### src/rtl/dnn_load_pkg.sv
`default_nettype none
// ============================================================================
// Module : dnn_load_pkg
// Brief  : Shared types and defaults for the grouper -> DNN image load path.
// Rev    : 1.0  initial release
// ============================================================================
package dnn_load_pkg;

  localparam int DATA_W_DEF          = 256;
  localparam int WORDS_PER_IMAGE_DEF = 25;

  typedef enum logic [1:0] {
    IDLE    = 2'd0,
    HOLD    = 2'd1,
    ACK_LOW = 2'd2
  } load_state_t;

endpackage
`default_nettype wire

### src/rtl/image_load_ctrl_rise_detect.sv
`default_nettype none
// ============================================================================
// Module : rise_detect
// Brief  : Registered rising-edge detector, asynchronous active-low reset.
// Rev    : 1.0  initial release
// ============================================================================
module rise_detect (
  input  logic clk,
  input  logic rst_n,
  input  logic d,
  output logic rise
);

  logic r_q;

  always_ff @(posedge clk or negedge rst_n) begin
    if (!rst_n) begin
      r_q <= 1'b0;
    end else begin
      r_q <= d;
    end
  end

  assign rise = d & ~r_q;

endmodule
`default_nettype wire

### src/rtl/image_load_ctrl.sv
`default_nettype none
// ============================================================================
// Module : image_load_ctrl
// Brief  : Captures grouper words and offers them to the DNN over a 4-phase
//          handshake. Optional IMAGE_LOAD_CTRL_OVR_CNT_EN adds ovr_cnt.
// Rev    : 1.0  initial release
// ============================================================================
module image_load_ctrl
  import dnn_load_pkg::*;
#(
  parameter int DATA_W          = DATA_W_DEF,
  parameter int WORDS_PER_IMAGE = WORDS_PER_IMAGE_DEF
) (
  input  logic              clk,
  input  logic              rst,
  input  logic              grp_ready,
  input  logic [DATA_W-1:0] grp_data,
  input  logic              enable,
  input  logic              dnn_ack,
  input  logic              ovr_clr,
`ifdef IMAGE_LOAD_CTRL_OVR_CNT_EN
  output logic [7:0]        ovr_cnt,
`endif
  output logic              group_ready,
  output logic [DATA_W-1:0] group_data,
  output logic [4:0]        word_idx,
  output logic              image_done,
  output logic              overrun,
  output logic              busy
);

  localparam logic [4:0] c_LAST_IDX = 5'(WORDS_PER_IMAGE - 1);

  generate
    if (WORDS_PER_IMAGE < 1 || WORDS_PER_IMAGE > 32) begin : g_words_check
      $error("image_load_ctrl: WORDS_PER_IMAGE must be in 1..32");
    end
  endgenerate

  load_state_t       r_state,       w_state_nxt;
  logic              r_group_ready, w_group_ready_nxt;
  logic [DATA_W-1:0] r_group_data,  w_group_data_nxt;
  logic [4:0]        r_word_idx,    w_word_idx_nxt;
  logic              r_image_done,  w_image_done_nxt;
  logic              r_overrun,     w_overrun_nxt;
  logic              w_new_word;
  logic              w_accept;
  logic              w_drop;

  rise_detect u_rise_detect (
    .clk   (clk),
    .rst_n (rst),
    .d     (grp_ready),
    .rise  (w_new_word)
  );

  assign w_accept = w_new_word & enable;

  always_ff @(posedge clk or negedge rst) begin
    if (!rst) begin
      r_state       <= IDLE;
      r_group_ready <= 1'b0;
      r_group_data  <= '0;
      r_word_idx    <= 5'd0;
      r_image_done  <= 1'b0;
      r_overrun     <= 1'b0;
    end else begin
      r_state       <= w_state_nxt;
      r_group_ready <= w_group_ready_nxt;
      r_group_data  <= w_group_data_nxt;
      r_word_idx    <= w_word_idx_nxt;
      r_image_done  <= w_image_done_nxt;
      r_overrun     <= w_overrun_nxt;
    end
  end

  always_comb begin
    w_state_nxt       = r_state;
    w_group_ready_nxt = r_group_ready;
    w_group_data_nxt  = r_group_data;
    w_word_idx_nxt    = r_word_idx;
    w_image_done_nxt  = 1'b0;
    w_drop            = 1'b0;

    case (r_state)
      IDLE: begin
        if (w_accept) begin
          w_group_data_nxt  = grp_data;
          w_group_ready_nxt = 1'b1;
          w_state_nxt       = HOLD;
        end
      end

      HOLD: begin
        w_drop = w_new_word;
        if (dnn_ack) begin
          w_group_ready_nxt = 1'b0;
          w_state_nxt       = ACK_LOW;
        end
      end

      ACK_LOW: begin
        if (dnn_ack) begin
          w_drop = w_new_word;
        end else begin
          if (r_word_idx == c_LAST_IDX) begin
            w_word_idx_nxt   = 5'd0;
            w_image_done_nxt = 1'b1;
          end else begin
            w_word_idx_nxt = r_word_idx + 5'd1;
          end
          // A word arriving as the handshake closes is taken immediately
          if (w_accept) begin
            w_group_data_nxt  = grp_data;
            w_group_ready_nxt = 1'b1;
            w_state_nxt       = HOLD;
          end else begin
            w_state_nxt = IDLE;
          end
        end
      end

      default: begin
        w_state_nxt       = IDLE;
        w_group_ready_nxt = 1'b0;
      end
    endcase

    w_overrun_nxt = w_drop | (r_overrun & ~ovr_clr);
  end

`ifdef IMAGE_LOAD_CTRL_OVR_CNT_EN
  logic [7:0] r_ovr_cnt;

  always_ff @(posedge clk or negedge rst) begin
    if (!rst) begin
      r_ovr_cnt <= 8'd0;
    end else if (ovr_clr) begin
      r_ovr_cnt <= {7'd0, w_drop};
    end else if (w_drop && (r_ovr_cnt != 8'hFF)) begin
      r_ovr_cnt <= r_ovr_cnt + 8'd1;
    end
  end

  assign ovr_cnt = r_ovr_cnt;
`endif

  assign group_ready = r_group_ready;
  assign group_data  = r_group_data;
  assign word_idx    = r_word_idx;
  assign image_done  = r_image_done;
  assign overrun     = r_overrun;
  assign busy        = (r_state != IDLE);

endmodule
`default_nettype wire

### config.mk
export PLATFORM = sky130hd
export DESIGN_NAME = image_load_ctrl
export DESIGN_NICKNAME = d
export VERILOG_FILES = /design/src/rtl/dnn_load_pkg.sv /design/src/rtl/image_load_ctrl_rise_detect.sv /design/src/rtl/image_load_ctrl.sv
export SDC_FILE = /design/constraint.sdc
export NUM_CORES = 1
export LEC_CHECK = 0
export ABC_CLOCK_PERIOD_IN_PS = 2070
export CAP_MARGIN = 20
export CELL_PAD_IN_SITES_DETAIL_PLACEMENT = 1
export CELL_PAD_IN_SITES_GLOBAL_PLACEMENT = 1
export CORE_AREA = 2 2 206 208
export DETAILED_ROUTE_END_ITERATION = 6
export DIE_AREA = 0 0 208 210
export PLACE_DENSITY = 0.75
export SLEW_MARGIN = 20
export SYNTH_ARGS = -nofsm -noshare
export SYNTH_HDL_FRONTEND = slang
export SYNTH_SLANG_ARGS = --single-unit
### constraint.sdc
create_clock -name clk -period 2.07 [get_ports clk]
set_clock_uncertainty 0.15 [all_clocks]
set_input_delay 0.207 -clock clk [delete_from_list [all_inputs] [get_ports clk]]
set_output_delay 0.207 -clock clk [all_outputs]
set_load 0.005 [all_outputs]
==> results of run 1 <==
## path summary, 6_finish.rpt
| check | start | cells past startpoint | slack, ns | to |
|---|---|---|---|---|
| min in group asynchronous | rst | 3 | 0.18 | group_data[225] |
| worst min-delay path | ovr_clr | 2 | 0.06 | overrun |
| worst max-delay path | r_state[1] | 7 | -0.04 | group_data[26] |
| max in group asynchronous | rst | 3 | 1.24 | group_data[151] |
| worst min register to register | group_data[89] | 1 | 0.33 | group_data[89] |
| worst max register to register | r_state[1] | 7 | -0.04 | group_data[26] |
## layer usage
metal | share of wire [%] | up-vias
met2 | 50 | 354
li1 | - | 3318
met3 | 9.4 | 61
met4 | 3.3 | 0
met1 | 37 | 3840
met5 | 0 | -
## layout make-up
| class | count | area (um2) | share of cell area [%] |
|---|---|---|---|
| Tap cell | 539 | 674 | 3.71 |
| Timing Repair Buffer | 590 | 6220 | 34.2 |
| Clock inverter | 9 | 101 | 0.558 |
| Sequential cell | 267 | 6680 | 36.8 |
| Multi-Input combinational cell | 304 | 3570 | 19.6 |
| Inverter | 8 | 30.0 | 0.165 |
| Clock buffer | 44 | 895 | 4.92 |
## kinds of logic after synthesis
kind of cell | Yosys count | share of synthesized area [%]
buf+inv | 36 | 3.28
compound gates | 17 | 1.02
fa+ha+maj | 6 | 0.734
flops | 267 | 65.3
mux | 257 | 28.3
simple gates | 24 | 1.36
## layout by cell type, fill, tap and decap left out, types with 4 or more instances in the layout
master,count
a21oi_1,4
buf_12,14
buf_16,7
buf_4,20
buf_6,10
buf_8,9
clkbuf_1,6
clkbuf_16,33
clkbuf_8,7
clkdlybuf4s50_1,523
clkinv_2,5
dfrtp_1,265
ha_1,4
inv_1,6
mux2_1,167
mux2_2,7
mux2_4,83
nand2_1,4
nand3b_1,6
nor2_1,4
o21ai_0,7
## per-stage QoR
| stage | hold slack [ns] | area [um2] |
|---|---|---|
| floorplan | -0.239 | 10200 |
| global placement | 0.0138 | 16400 |
| detailed placement | 0.0103 | 16400 |
| CTS | 0.0213 | 17900 |
| global route | 0.0578 | 18200 |
| finish | 0.0599 | 18200 |
## power breakdown
group,internal [mW],leakage [nW],switching (mW),total (mW)
registers,7.84,3.18,1.51,9.35
clock network,3.22,0.492,2.17,5.39
logic,7.32,3.98,3.28,10.6
total,18.4,7.65,6.96,25.3
## sequential cells by signal, summed over array words and instances (netlist names)
signal and count:
group_data 256, word_idx 5, r_state 2, group_ready 1, image_done 1, overrun 1
u_rise_detect.r_q 1
## repair_timing
action,CTS,global route
hold buffers,3,0
endpoints found under the hold margin,268,0
setup endpoints to repair,254,245
cloned,6,2
setup buffers,7,1
pin swaps,2,1
resized for setup,52,79
==> key figures, run 1 <==
Synthesis
  • Syn Nets: ~880
  • Mapped Avg Cell Area: roughly 17 um2
  • Post-synth top flop: dfrtp_1
  • Synth top area cells: dfrtp_1, mux2_1, buf_6, mux2_2, ha_1
  • Yosys top cell by area: dfrtp_1
  • Synth top cells by count: dfrtp_1, mux2_1, buf_6
  • Yosys reg bits: approximately 270
  • Top cell type's share of synthesized area: between 60% and 70%
  • Most frequent cell after synthesis: dfrtp_1
  • Synthesized cell area: 10,200 um2
  • Synth cell types: 26
  • Seq/Total Area, Yosys: 65.3%
  • Async set-or-reset flop fraction in the synthesized netlist: 100%
  • Post-synth EDFFs: 0
  • Gate Count Post-Synth: 607
  • Synth warn: 0

Finish
  • Final core occ: 43.8%
  • Final nets: between 1,000 and 1,500
  • Fin cells: roughly 1,800
  • ANT cells: 0
  • Area Overhead vs Synth: 77.7%
  • Fillers: around 4,200
  • Share of post-route cells with drive strength above 1: 17.2%

Timing
  • RSZ-0062 raised after global routing: yes
  • Tcrit/Tclk final: 102%
  • Final Worst Setup Slack: -0.0383 ns
  • Worst-margin pin slew: 0.389 ns
  • Fmax: 0.474 GHz
  • Slew Limit Headroom: ~74%
  • Final Slew Violations: 0
  • Final Hold Fails: 0
  • Min Clock Period, post-route: 2.11 ns
  • Setup TNS: -0.751 ns
  • Final setup fails: slightly above 60

Route
  • ANT nets after route: 0
  • Iter 0 DRT Violations: 234
  • Vias: roughly 7,600
  • Routed WL: 36,700 um
  • WL per Instance: about 21 um
  • Router iterations before antenna repair: 4
  • Via density: 4.30
  • Detailed-route DRC error count: 0

Setup path
  • Crit path kind: register to register
  • Critical path data required time: 2.34 ns
  • Cell Chain, Critical Path: ha_4 > nand2b_4 > a21oi_4 > buf_6 > buf_12 > buf_4 > mux2_1
  • Crit path buffers/inverters: 3
  • CP Max Fanout: 9
  • Startpoint Class: register
  • Critical Path AT: 2.38 ns
  • CP top delay family: buffers and inverters
  • Highest cell delay on the worst timing path: 0.44 ns
  • CP endpoint kind: register
  • Slowest cell on crit path: dfrtp_2

Global route
  • Busiest grt layer: met2
  • GRT Util Overall: 16.2%
  • Overflow after GRT: 0
  • M1 GR Usage: 18.1%
  • Initial antenna violation count: 0
  • M3 GR Usage: between 6 and 7%
  • Largest net degree at the start of global routing: 60
  • First-pass GRT wire length: 54,400 um
  • Routing usage on met2: 28.3%
  • Vias in the first global route: 8,645

Die
  • Die Y: between 200 and 250 um
  • Io pins: 527
  • DIE AREA: 43,700 um2
  • Core box area: 41,500 um2
  • Die X: 208 um
  • Starting Density: between 20% and 30%
  • # rows: 75

Pwr
  • PwrDens: roughly 1400 nW/um2
  • VDD IR-drop max: 0.820 mV
  • Pleak: 7.65 nW
  • Overall Power: 25.3 mW

Clock network
  • Total CTS buffers: 31
  • Clock transition at path regs: ~0.060 ns
  • CTS Sinks: 267
  • Worst skew pair latency: 0.57 ns
  • CTS tree: built
  • H-tree depth: 1
  • Root Buffer: clkbuf_16
  • CTS Buffer Depth: 3

Place
  • Placer Congestion: 0.775
  • Post-Place Worst Slack: -0.137 ns
  • Placed instance count: approximately 1,700
  • I/O Buffers: 526
  • Detail Placement HPWL: 26,300 um

Outcome
  • Failing checks: negative setup slack
  • Status: finished with violations

Job
  • Max Cap Viol: 0

Min path
  • HP Class: primary input to register
(Power assumes the default switching activity.)
==> inputs of run 2 (changes only) <==
ABC_CLOCK_PERIOD_IN_PS = 1720   (was 2070)
clock period = 1.72 ns   (was 2.07 ns; I/O delays follow)
==> run 2 against run 1 <==
Effect of this change:
- the flow still finishes with violations (negative setup slack)
- power grew 14%
- cell count down 0.74%
- largest power group unchanged
- final area is 3.6% lower
- critical path type unchanged
- via count fell by 2.3%
==> key figures, run 2 (synthesis results as in run 1) <==
Timing
  • Min Clock Period, post-route: 2.09 ns (-0.0208 ns)
  • Fmax: 0.479 GHz (+1.0%)
  • WHS: 0.0147 ns (-0.0452 ns)
  • Tcrit/Tclk final: 121% (+20 points)
  • Setup TNS: -86.47 ns (-85.72 ns)
  • Final Worst Setup Slack: -0.367 ns (-0.329 ns)
  • Final setup fails: 425 (+600%)
  • Worst-margin pin slew: 0.472 ns (+0.0830 ns)
  • Final Hold Fails: 0 (unchanged)
  • Final Slew Violations: 0 (unchanged)
  • Slew Limit Headroom: 68.6% (-5.6 points)
  • RSZ-0062 raised after global routing: yes

Pwr
  • PwrDens: 1650 nW/um2 (+19%)
  • Comb power frac: 40.7% (-1.1 points)
  • Pleak: 7.31 nW (-4.5%)
  • VDD IR-drop max: 0.814 mV (-0.80%)
  • Register share of total power: 38.4% (+1.5 points)
  • Clock power share: 20.9% (-0.4 points)
  • Sw power: 7.89 mW (+13%)
  • Internal: 21.1 mW (+15%)
  • Sw frac: 27.2% (-0.26 points)

Clock network
  • Worst skew pair latency: 0.55 ns (-0.02 ns)
  • CTS Sinks: 267 (unchanged)
  • Clock transition at path regs: 0.06 ns (about the same)
  • CTS tree: built
  • H-tree depth: 1 (unchanged)
  • CTS Buffer Depth: 3 (unchanged)
  • Root Buffer: clkbuf_16
  • Total CTS buffers: 29 (-6.5%)

Setup path
  • Startpoint Class: register
  • Highest cell delay on the worst timing path: 0.40 ns (-0.04 ns)
  • Critical Path AT: 2.35 ns (-0.03 ns)
  • Slowest cell on crit path: dfrtp_1
  • CP top delay family: buffers and inverters
  • Crit path buffers/inverters: 3 (unchanged)
  • Cell mode on critical path: buf_12
  • CP endpoint kind: register
  • Crit path kind: register to register
  • Critical path data required time: 1.98 ns (-0.36 ns)
  • CP Max Fanout: 23 (+14)
  • Cell Chain, Critical Path: buf_6 > ha_4 > nand2b_4 > a21oi_4 > buf_12 > buf_12 > mux2_1

Die
  • DIE AREA: 43,700 um2 (unchanged)
  • Die X: 208 um (unchanged)
  • Starting Density: 24.7% (unchanged)
  • # rows: 75 (unchanged)
  • Core box area: 41,500 um2 (unchanged)
  • Io pins: 527 (unchanged)
  • Die Y: 210 um (unchanged)

Place
  • Placer Congestion: 0.773 (-0.32%)
  • Detail Placement HPWL: 25,900 um (-1.7%)
  • I/O Buffers: 526 (unchanged)
  • Post-Place Worst Slack: -0.417 ns (-0.280 ns)
  • Placed instance count: 1,692 (+0.12%)

Finish
  • Commonest non-fill, non-tap cell in the layout: clkdlybuf4s50_1
  • Share of post-route cells with drive strength above 1: 11.3% (-5.9 points)
  • Final core occ: 42.3% (-1.6 points)
  • Final nets: 1,455 (-1.0%)
  • Area Overhead vs Synth: 71.4%
  • Fin cells: 1,748 (-0.74%)
  • Max FFs per register: 256 (unchanged)
  • Most frequent cells in the layout: clkdlybuf4s50_1, dfrtp_1, mux2_1

Route
  • ANT nets after route: 0 (unchanged)
  • Vias: 7,396 (-2.3%)
  • Router iterations before antenna repair: 4 (unchanged)
  • Detailed-route DRC error count: 0 (unchanged)
  • Routed WL: 33,200 um (-9.6%)
  • Iter 0 DRT Violations: 158 (-32%)
  • Via density: 4.23 (-1.6%)
  • WL per Instance: 19.0 um (-8.9%)

Min path
  • HP Class: primary input to asynchronous set/reset pin

Global route
  • Overflow after GRT: 0 (unchanged)
  • First-pass GRT wire length: 51,000 um (-6.3%)
  • GRT Util Overall: 14.9% (-1.3 points)
  • Vias in the first global route: 8,344 (-3.5%)
  • Initial antenna violation count: 1 (+1)
  • Largest net degree at the start of global routing: 52 (-13%)

Outcome
  • Failing checks: negative setup slack
  • Status: finished with violations

Job
  • Max Cap Viol: 0 (unchanged)
run 2: cell count changes in the layout (fill, tap and decap cells not counted), sizes merged:
| cell | change |
|---|---|
| buf | -10 |
| bufbuf | -1 |
| bufinv | -1 |
| clkbuf | -3 |
| clkdlybuf4s50 | +1 |
| clkinv | +1 |
| clkinvlp | -1 |
| diode | +1 |
run 2: final timing paths:
kind,slack [ns],end,start,cells after the start
setup / recovery,-0.37,group_data[164],r_state[1],7
setup reg to reg,-0.37,group_data[164],r_state[1],7
hold / removal,0.01,group_data[153],rst,2
max in group asynchronous,0.80,group_data[50],rst,3
min in group clk,0.05,overrun,ovr_clr,2
hold reg to reg,0.33,group_data[150],group_data[150],1
run 2: power groups by stage:
stage / logic, mW / clock network, mW / registers [mW]
global route: 12.6 / 6.51 / 11.6
CTS: 12.0 / 6.29 / 11.2
finish: 11.8 / 6.06 / 11.1
global placement: 11.6 / 0 / 11.0
detailed placement: 11.8 / 0 / 11.2
floorplan: 3.09 / 0 / 11.2
run 2: final cells by class:
cell class / count / area [um2]
Fill cell: 4270 / 23900
Sequential cell: 267 / 6680
Timing Repair Buffer: 577 / 5860
Multi-Input combinational cell: 304 / 3350
Clock buffer: 44 / 862
Tap cell: 539 / 674
Clock inverter: 8 / 68.8
Inverter: 8 / 30.0
Antenna cell: 1 / 2.50
run 2: routing by layer:
metal	vias up	part of all wire (%)	global-route usage (%)
met5	-	0	0
met2	308	51	26.4
li1	3286	-	-
met1	3757	39	17.6
met3	45	7.6	4.37
met4	0	2.4	4.11
run 2: timing repair:
| action | in CTS | in global routing |
|---|---|---|
| setup buffers | 1 | 0 |
| endpoints found under the hold margin | 268 | 0 |
| setup endpoints to repair | 523 | 522 |
| hold buffers | 2 | 0 |
| gates resized for setup | 10 | 7 |
run 2: worst register-to-register path: stages (launching register included):
cell and delay, ns:
dfrtp_1 0.40, buf_6 0.13, ha_4 0.17, nand2b_4 0.15, a21oi_4 0.19, buf_12 0.19, buf_12 0.21, mux2_1 0.35
run 2: through the flow:
stage	power, mW	instance area (um2)
2_1_floorplan	14.3	10300
3_3_place_gp	22.6	16500
3_5_place_dp	23.0	16500
4_1_cts	29.5	17500
5_1_grt	30.7	17500
6_report	29.0	17500
==> inputs of run 3 (changes only) <==
PLACE_DENSITY = unset   (was 0.75)
PLACE_DENSITY_LB_ADDON = 0.1   (was unset)
==> run 3 against run 2 <==
Effect of this change:
- the flow still finishes with violations (negative setup slack)
- die area unchanged
- sequential share of layout area is 1.6 points lower
- cell count is 1.7% higher
- global-route usage up 1.6 points
- worst setup slack improved by 0.012 ns
- final area rose by 4.4%
- hold slack improved by 0.040 ns
- register-to-register slack about the same
- routed wire length rose by 15%
- sequential cell count is the same
- clock power rose by 7.9%
- clock-buffer cell count is 10 higher
- largest cell class unchanged
- largest power group unchanged
==> key figures, run 3 (synthesis results as in run 1) <==
Outcome
  • Status: finished with violations
  • Failing checks: negative setup slack

Setup path
  • Critical path data required time: 2.01 ns (+0.03 ns)
  • Cell mode on critical path: clkbuf_16
  • CP Max Fanout: 9 (-61%)
  • Slowest cell on crit path: dfrtp_1
  • Highest cell delay on the worst timing path: 0.43 ns (+0.03 ns)
  • Crit path buffers/inverters: 3 (unchanged)
  • Worst r2r path cells: 7 (unchanged)
  • Critical Path End: group_data[183]
  • Crit path kind: register to register
  • RR Endpoint: group_data[183]
  • Cell Chain, Critical Path: ha_4 > nand2b_4 > a21oi_4 > buf_6 > clkbuf_16 > clkbuf_16 > mux2_1
  • CP endpoint kind: register
  • Worst setup path start: r_state[1]
  • Startpoint Class: register
  • Critical Path AT: 2.37 ns (+0.02 ns)
  • Flop2flop setup slack: -0.36 ns (about the same)
  • CP Depth: 7 (unchanged)
  • CP top delay family: buffers and inverters
  • Reg2Reg Launch Point: r_state[1]

Finish
  • Final nets: 1,482 (+1.9%)
  • Area used by multi-input combinational logic: 3800 um2 (+13%)
  • Share of post-route cells with drive strength above 1: 21.9% (+11 points)
  • Post-route design area: 18,300 um2 (+4.4%)
  • Fillers: 4,268 (-0.047%)
  • Reg area: 6680 um2 (unchanged)
  • Area Overhead vs Synth: 79.0%
  • Commonest non-fill, non-tap cell in the layout: dfrtp_1
  • Most frequent cells in the layout: dfrtp_1, dlygate4sd2_1, clkdlybuf4s50_1
  • Max FFs per register: 256 (unchanged)

Clock network
  • Worst skew pair latency: 0.56 ns (about the same)
  • Clock transition at path regs: 0.06 ns (about the same)
  • CTS Buffer Depth: 3 (unchanged)
  • Root Buffer: clkbuf_16
  • CTS tree: built
  • CTS Sinks: 267 (unchanged)
  • Total CTS buffers: 31 (+6.9%)
  • H-tree depth: 1 (unchanged)

Global route
  • First-pass GRT wire length: 54,800 um (+7.5%)
  • Largest net degree at the start of global routing: 54 (+3.8%)
  • Vias in the first global route: 8,377 (+0.40%)
  • GRT Util Overall: 16.5% (+1.6 points)
  • Overflow after GRT: 0 (unchanged)
  • Initial antenna violation count: 2 (+1)

Timing
  • Final Hold Fails: 0 (unchanged)
  • Final setup fails: 258 (-39%)
  • RSZ-0062 raised after global routing: yes
  • Tcrit/Tclk final: 121% (-0.68 points)
  • Slew Limit Headroom: 62.1% (-6.4 points)
  • Final Slew Violations: 0 (unchanged)
  • Min Clock Period, post-route: 2.08 ns (-0.0117 ns)
  • Final Worst Setup Slack: -0.356 ns (+0.0117 ns)
  • Worst-margin pin slew: 0.568 ns (+0.0965 ns)
  • Fmax: 0.482 GHz (+0.57%)
  • WHS: 0.0542 ns (+0.0396 ns)

Pwr
  • VDD IR-drop max: 0.789 mV (-3.0%)
  • PwrDens: 1590 nW/um2 (-3.9%)
  • Overall Power: 29.1 mW (+0.38%)
  • Pleak: 8.37 nW (+15%)

Min path
  • HP Class: primary input to register

Route
  • WL per Instance: 21.4 um (+13%)
  • Detailed-route DRC error count: 0 (unchanged)
  • Vias: 7,571 (+2.4%)
  • Via density: 4.26 (+0.70%)
  • Routed WL: 38,100 um (+15%)
  • Iter 0 DRT Violations: 207 (+31%)
  • Router iterations before antenna repair: 4 (unchanged)
  • ANT nets after route: 0 (unchanged)

Place
  • I/O Buffers: 526 (unchanged)
  • Detail Placement HPWL: 27,300 um (+5.6%)
  • Placer Congestion: 0.727 (-5.9%)
  • Placed cell area: 16,500 um2 (-0.20%)

Die
  • Die X: 208 um (unchanged)
  • Die Y: 210 um (unchanged)
  • # rows: 75 (unchanged)
  • Io pins: 527 (unchanged)
  • Core box area: 41,500 um2 (unchanged)
  • Starting Density: 24.7% (unchanged)
  • DIE AREA: 43,700 um2 (unchanged)

Job
  • Max Cap Viol: 0 (unchanged)
-- run 3: final cells by class --
class	count	share of cell area, %
Inverter	8	0.178
Sequential cell	267	36.5
Tap cell	539	3.68
Clock inverter	2	0.191
Multi-Input combinational cell	304	20.7
Timing Repair Buffer	602	33.4
Antenna cell	1	0.0137
Clock buffer	54	5.31
-- run 3: repair_timing --
| item | in CTS | in global routing |
|---|---|---|
| pin swaps | 2 | 2 |
| endpoints found under the hold margin | 268 | 0 |
| gates cloned | 5 | 9 |
| endpoints found under the setup margin | 523 | 260 |
| resized for setup | 326 | 113 |
| setup buffers | 14 | 5 |
| hold buffers | 3 | 0 |
-- run 3: how the worst min path moves through the flow --
stage	cells past startpoint	endpoint	startpoint	slack, ns
detailed placement	1	group_data[128]	rst	-0.09
finish	2	group_data[70]	grp_data[70]	0.05
CTS	2	group_data[46]	grp_data[46]	0.02
global route	2	group_data[67]	grp_data[67]	0.03
floorplan	0	group_data[0]	rst	-0.27
global placement	1	group_data[128]	rst	-0.09
-- run 3: per-layer routing --
metal  GRT usage, %  routed length (um)  up-vias  share of wire (%)
li1               -                   -     3356                  -
met1           19.2               15100     3840                 40
met2           27.8               18300      324                 48
met5              0                  13        -              0.034
met4           4.16                 731        2                1.9
met3           7.33                3970       49                 10
-- run 3: where the power goes --
group	switching [mW]	total [mW]	internal (mW)
Clock	2.62	6.54	3.92
Combinational	4.20	11.6	7.36
Sequential	1.57	11.0	9.43
Total	8.38	29.1	20.7
-- run 3: metrics by stage --
step           util (%)  worst slack (ns)  TNS, ns  instances
2_1_floorplan         -            -0.139   -33.82        607
3_3_place_gp       39.7            -0.404   -96.19       1686
3_5_place_dp       39.7            -0.442  -101.34       1686
4_1_cts            42.6            -0.360   -84.19       1764
5_1_grt            44.1            -0.445   -95.20       1776
6_report           44.1            -0.356   -72.96       1777
